### src/rtl/key_conditioner.sv
// Push-button conditioner: 2-flop synchronizer, per-key debounce, registered press/release pulses.
// Define KEY_AUTOREPEAT_EN to add per-key auto-repeat pulses on key_press while a key is held.
module key_conditioner #(
    parameter int N_KEYS          = 4,
    parameter int DEBOUNCE_CYCLES = 1000,
    parameter int REPEAT_DELAY    = 50000,
    parameter int REPEAT_PERIOD   = 10000
) (
    input  logic              clk,
    input  logic              rst,
    input  logic [N_KEYS-1:0] keysn_in,
    output logic [N_KEYS-1:0] key_level,
    output logic [N_KEYS-1:0] key_press,
    output logic [N_KEYS-1:0] key_release
);

    localparam int              DB_W    = $clog2(DEBOUNCE_CYCLES + 1);
    localparam logic [DB_W-1:0] DB_LAST = DB_W'(DEBOUNCE_CYCLES - 1);

    logic [N_KEYS-1:0] r_sync1;
    logic [N_KEYS-1:0] r_sync2;
    logic [N_KEYS-1:0] r_level;
    logic [N_KEYS-1:0] r_press;
    logic [N_KEYS-1:0] r_release;
    logic [DB_W-1:0]   r_db_cnt [N_KEYS];

    logic [N_KEYS-1:0] w_pressed;
    logic [N_KEYS-1:0] w_toggle;
    logic [N_KEYS-1:0] w_press_edge;
    logic [N_KEYS-1:0] w_release_edge;
    logic [N_KEYS-1:0] w_repeat;

    assign w_pressed = ~r_sync2;

    // A toggle fires on the DEBOUNCE_CYCLES-th consecutive mismatch cycle.
    always_comb begin
        w_toggle = '0;
        for (int i = 0; i < N_KEYS; i++) begin
            w_toggle[i] = (w_pressed[i] != r_level[i]) && (r_db_cnt[i] == DB_LAST);
        end
    end

    assign w_press_edge   = w_toggle & w_pressed;
    assign w_release_edge = w_toggle & ~w_pressed;

    always_ff @(posedge clk) begin
        if (rst) begin
            r_sync1   <= '1;
            r_sync2   <= '1;
            r_level   <= '0;
            r_press   <= '0;
            r_release <= '0;
            for (int i = 0; i < N_KEYS; i++) begin
                r_db_cnt[i] <= '0;
            end
        end else begin
            r_sync1   <= keysn_in;
            r_sync2   <= r_sync1;
            r_level   <= r_level ^ w_toggle;
            r_press   <= w_press_edge | w_repeat;
            r_release <= w_release_edge;
            for (int i = 0; i < N_KEYS; i++) begin
                if ((w_pressed[i] == r_level[i]) || w_toggle[i]) begin
                    r_db_cnt[i] <= '0;
                end else begin
                    r_db_cnt[i] <= r_db_cnt[i] + 1'b1;
                end
            end
        end
    end

`ifdef KEY_AUTOREPEAT_EN
    localparam int               RPT_MAX   = (REPEAT_DELAY > REPEAT_PERIOD) ? REPEAT_DELAY : REPEAT_PERIOD;
    localparam int               RPT_W     = $clog2(RPT_MAX + 1);
    localparam logic [RPT_W-1:0] RPT_FIRST = RPT_W'(REPEAT_DELAY - 1);
    localparam logic [RPT_W-1:0] RPT_NEXT  = RPT_W'(REPEAT_PERIOD - 1);

    logic [RPT_W-1:0] r_rpt_cnt [N_KEYS];

    // A release due in the same cycle wins over the repeat.
    always_comb begin
        w_repeat = '0;
        for (int i = 0; i < N_KEYS; i++) begin
            w_repeat[i] = r_level[i] && !w_toggle[i] && (r_rpt_cnt[i] == '0);
        end
    end

    always_ff @(posedge clk) begin
        if (rst) begin
            for (int i = 0; i < N_KEYS; i++) begin
                r_rpt_cnt[i] <= '0;
            end
        end else begin
            for (int i = 0; i < N_KEYS; i++) begin
                if (w_press_edge[i]) begin
                    r_rpt_cnt[i] <= RPT_FIRST;
                end else if (!r_level[i] || w_toggle[i]) begin
                    r_rpt_cnt[i] <= '0;
                end else if (r_rpt_cnt[i] == '0) begin
                    r_rpt_cnt[i] <= RPT_NEXT;
                end else begin
                    r_rpt_cnt[i] <= r_rpt_cnt[i] - 1'b1;
                end
            end
        end
    end
`else
    assign w_repeat = '0;
`endif

    assign key_level   = r_level;
    assign key_press   = r_press;
    assign key_release = r_release;

endmodule
### config.mk
export PLATFORM = sky130hd
export DESIGN_NAME = key_conditioner
export DESIGN_NICKNAME = d
export VERILOG_FILES = /design/src/rtl/key_conditioner.sv
export SDC_FILE = /design/constraint.sdc
export NUM_CORES = 1
export LEC_CHECK = 0
export CORE_MARGIN = 4
export CORE_UTILIZATION = 45
export CTS_BUF_LIST = sky130_fd_sc_hd__clkbuf_8
export DETAILED_ROUTE_END_ITERATION = 12
export GPL_ROUTABILITY_DRIVEN = 0
export GPL_TIMING_DRIVEN = 0
export PLACE_DENSITY = 0.62
export RECOVER_POWER = 100
export SLEW_MARGIN = 10
export SYNTH_ARGS = -nofsm -noshare
export SYNTH_HDL_FRONTEND = slang
export SYNTH_SLANG_ARGS = --single-unit
### constraint.sdc
create_clock -name clk -period 1.8 [get_ports clk]
set_input_delay 0.36 -clock clk [delete_from_list [all_inputs] [get_ports clk]]
set_output_delay 0.36 -clock clk [all_outputs]
set_load 0.05 [all_outputs]
==> flow_summary.yaml <==
timing:
  finalSetupViolCount: 0
  rsz0062_at_grt: "false"
  slew_headroom: 0.604
  finalHoldViolCount: 0
  min_period_over_period: 0.952
  fin_crit_ns: 1.71
  max_freq_mhz: 583
  tightest_slew_ns: 0.596
  drv_slew: 0
  clock_skew_ns: 0.0121
setup_path:
  reg2reg_from: "r_db_cnt[1][0]$_SDFFCE_PN0P_"
  crit_path_cell_trace: "ha_1 > nand4bb_1 > o311ai_4 > buf_4 > nor2_1"
  r2r_slack_ns: 0.09
  critPathCaptureType: "flip-flop"
  required_ns: 1.87
  slowest_stage: "edfxtp_1"
  cpPeakStageDelay_ns: 0.40
  crit_cells: 5
  arrival_ns: 1.79
  reg2reg_depth: 5
  rr_endpoint: "r_db_cnt[1][3]$_SDFFCE_PN0P_"
  crit_fanout: 7
  cp-start-kind: "flip-flop"
  worstSetupPathType: "flip-flop to flip-flop"
  cp_top_family: "flip-flops"
  critical_path_buf_inv_count: 1
yosys:
  async_flop_share: 0
  synth_edf_count: 40
  synth_warnings: 0
  yosysMostFrequentCell: "edfxtp_1"
  synth_cells: 269
  synth_area_um2: 2940
  ys_ff_latch: 60
  synth.avg_cell_area_um2: 10.9
  ys_types: 42
  netlist_top_cells_count: "40 x edfxtp_1, 20 x dfxtp_1, 18 x nand2_1, 15 x nand3_1, 13 x nor2_1"
  synth_top_area_cell: "edfxtp_1"
  ys_seq_area_frac: 0.545
  synthTopCellsByArea: "edfxtp_1 41%, dfxtp_1 14%, xnor2_1 3.0%"
  synthFlopType: "edfxtp_1"
  yosys.area.top_type_share: 0.409
drt:
  drt_iter0_drc: 60
  first_pass_iters: 4
  drc: 0
  ant_nets: 0
  wl_per_cell_um: 12.6
  vias: 2181
  viasPerCell: 5.21
  routed_wl_um: 5260
pwr:
  ir_worst_vdd_uv: 465
  p_per_area_nw_per_um2: 768
  leakage_nw: 1.25
grt:
  grt_max_degree: 11
  antenna_found_initial: 0
  grt_pass1_wl_um: 8930
  grt_pass1_vias: 1972
  track_usage: 0.147
  grt-ovfl-total: 0
floorplan:
  die_h_um: 88.8
  core_area_um2: 6350
  io_pins: 18
  die_area_um2: 7890
  rows: 29
  fp.dieW_um: 88.8
  start_util: 0.463
clock_network:
  cts_tree: "yes"
  cts_root_buf: "clkbuf_8"
  cts.path.max_buffers: 2
  numCtsBuffers: 9
  cts-hold-fix-buffers: 0
  clkSinkCount: 60
  insertion_delay_ns: 0.33
  cts_max_level: 3
  clkTransAtPathRegs_ns: 0.07
placed_design:
  dp_hpwl_um: 3790
  place_inst: 402
  port-buffer-count: 17
  placed_area_um2: 3350
cells_and_area:
  num_antenna_cells: 0
  final_nets: 347
  fin_area_um2: 3490
  area_growth_pct: 18.8
  final_layout_size_suffix_gt1_frac: 0.0789
  fin_cells: 419
run:
  maxCapViolCount: 0
min_path:
  hold_end: "r_sync2[2]$_SDFF_PP1_"
  hp-start: "r_sync1[2]$_SDFF_PP1_"
  hold_depth: 1
  worst_hold_path_type: "flip-flop to flip-flop"
status:
  status: "finished clean"
[area by class of cell]
cell class              instances  area, um2
inverters                      11       41.3
fillers                       587       2860
multi-input cells             231       1430
flip-flops and latches         60       1600
clock inverters                 6       22.5
clock buffers                  10        138
repair buffers                 18        133
plain buffers                   6       25.0
well taps                      77       96.3
[power by group]
group	switching [mW]	internal (mW)	total (mW)	leakage [nW]
sequential	0.0508	1.52	1.57	0.576
clock	0.475	0.507	0.982	0.104
combinational	0.0741	0.0565	0.131	0.570
total	0.600	2.08	2.68	1.25
[how the worst max path moves through the flow]
stage / startpoint / endpoint
3_3_place_gp: rst / r_db_cnt[0][3]$_SDFFCE_PN0P_
6_report: r_db_cnt[1][0]$_SDFFCE_PN0P_ / r_db_cnt[1][3]$_SDFFCE_PN0P_
3_5_place_dp: r_db_cnt[3][0]$_SDFFCE_PN0P_ / r_db_cnt[3][3]$_SDFFCE_PN0P_
5_1_grt: r_db_cnt[1][0]$_SDFFCE_PN0P_ / r_db_cnt[1][3]$_SDFFCE_PN0P_
4_1_cts: key_release[3]$_SDFF_PP0_ / key_release[3]
2_1_floorplan: r_db_cnt[1][0]$_SDFFCE_PN0P_ / r_db_cnt[1][3]$_SDFFCE_PN0P_
[metrics by stage]
stage	power [mW]	hold slack (ns)	TNS, ns	setup WS, ns	utilization
after CTS	2.71	0.410	0	0.00357	0.554
after global routing	2.81	0.427	0	0.00832	0.550
after floorplan	1.68	0.389	0	0.258	-
after global placement	1.72	0.393	-0.0456	-0.0219	0.528
after detailed placement	1.72	0.396	-0.200	-0.0529	0.528
final	2.68	0.408	0	0.0861	0.550
[timing repair]
item | 4_1_cts | 5_1_grt
setup buffers | 0 | 1
gates resized for setup | 8 | 8
pin swaps | 0 | 1
hold endpoints to repair | 0 | 0
endpoints found under the setup margin | 15 | 12
[cells in the final DEF, fill, tap and decap left out, types with 6 or more instances in the layout]
cell type      Yosys  routed
edfxtp_1          40      40
conb_1             1      40
dfxtp_1           20      20
nand2_1           18      18
inv_1             11      17
nand3_1           15      15
nor2_1            13      13
nor3_1            12      12
o21ai_0           11      11
a31oi_1           11      11
xnor2_1           10      10
clkbuf_1           4      10
clkbuf_8           0      10
or2_2              9       9
or3_1              8       8
a21oi_1            7       8
a211oi_1           5       7
and3_1             6       6
nand4_1            6       6
nor3b_1            6       6
dlygate4sd2_1      0       6
[registers in the layout, indices dropped and copies added, names as in the netlist, named ones only]
name and count:
r_db_cnt 40, key_press 4, key_release 4, r_sync1 4, r_sync2 4
[per-layer routing]
metal | up-vias | wire length, um | track usage
li1 | 1141 | - | -
met1 | 997 | 2710 | 0.208
met2 | 32 | 2240 | 0.220
met3 | 11 | 215 | 0.0279
met4 | 0 | 102 | 0.0659
met5 | - | 0 | 0
[cell families after synthesis]
group	after synthesis	synth area share
adder cells (fa/ha/maj)	4	0.0170
AND/OR/NAND/NOR	117	0.236
AO/OA/AOI/OAI	56	0.137
buffers and inverters	17	0.0226
XOR/XNOR	14	0.0417
flip-flops	60	0.545
other	1	0.00128
Power figures use the tool's default switching activity.
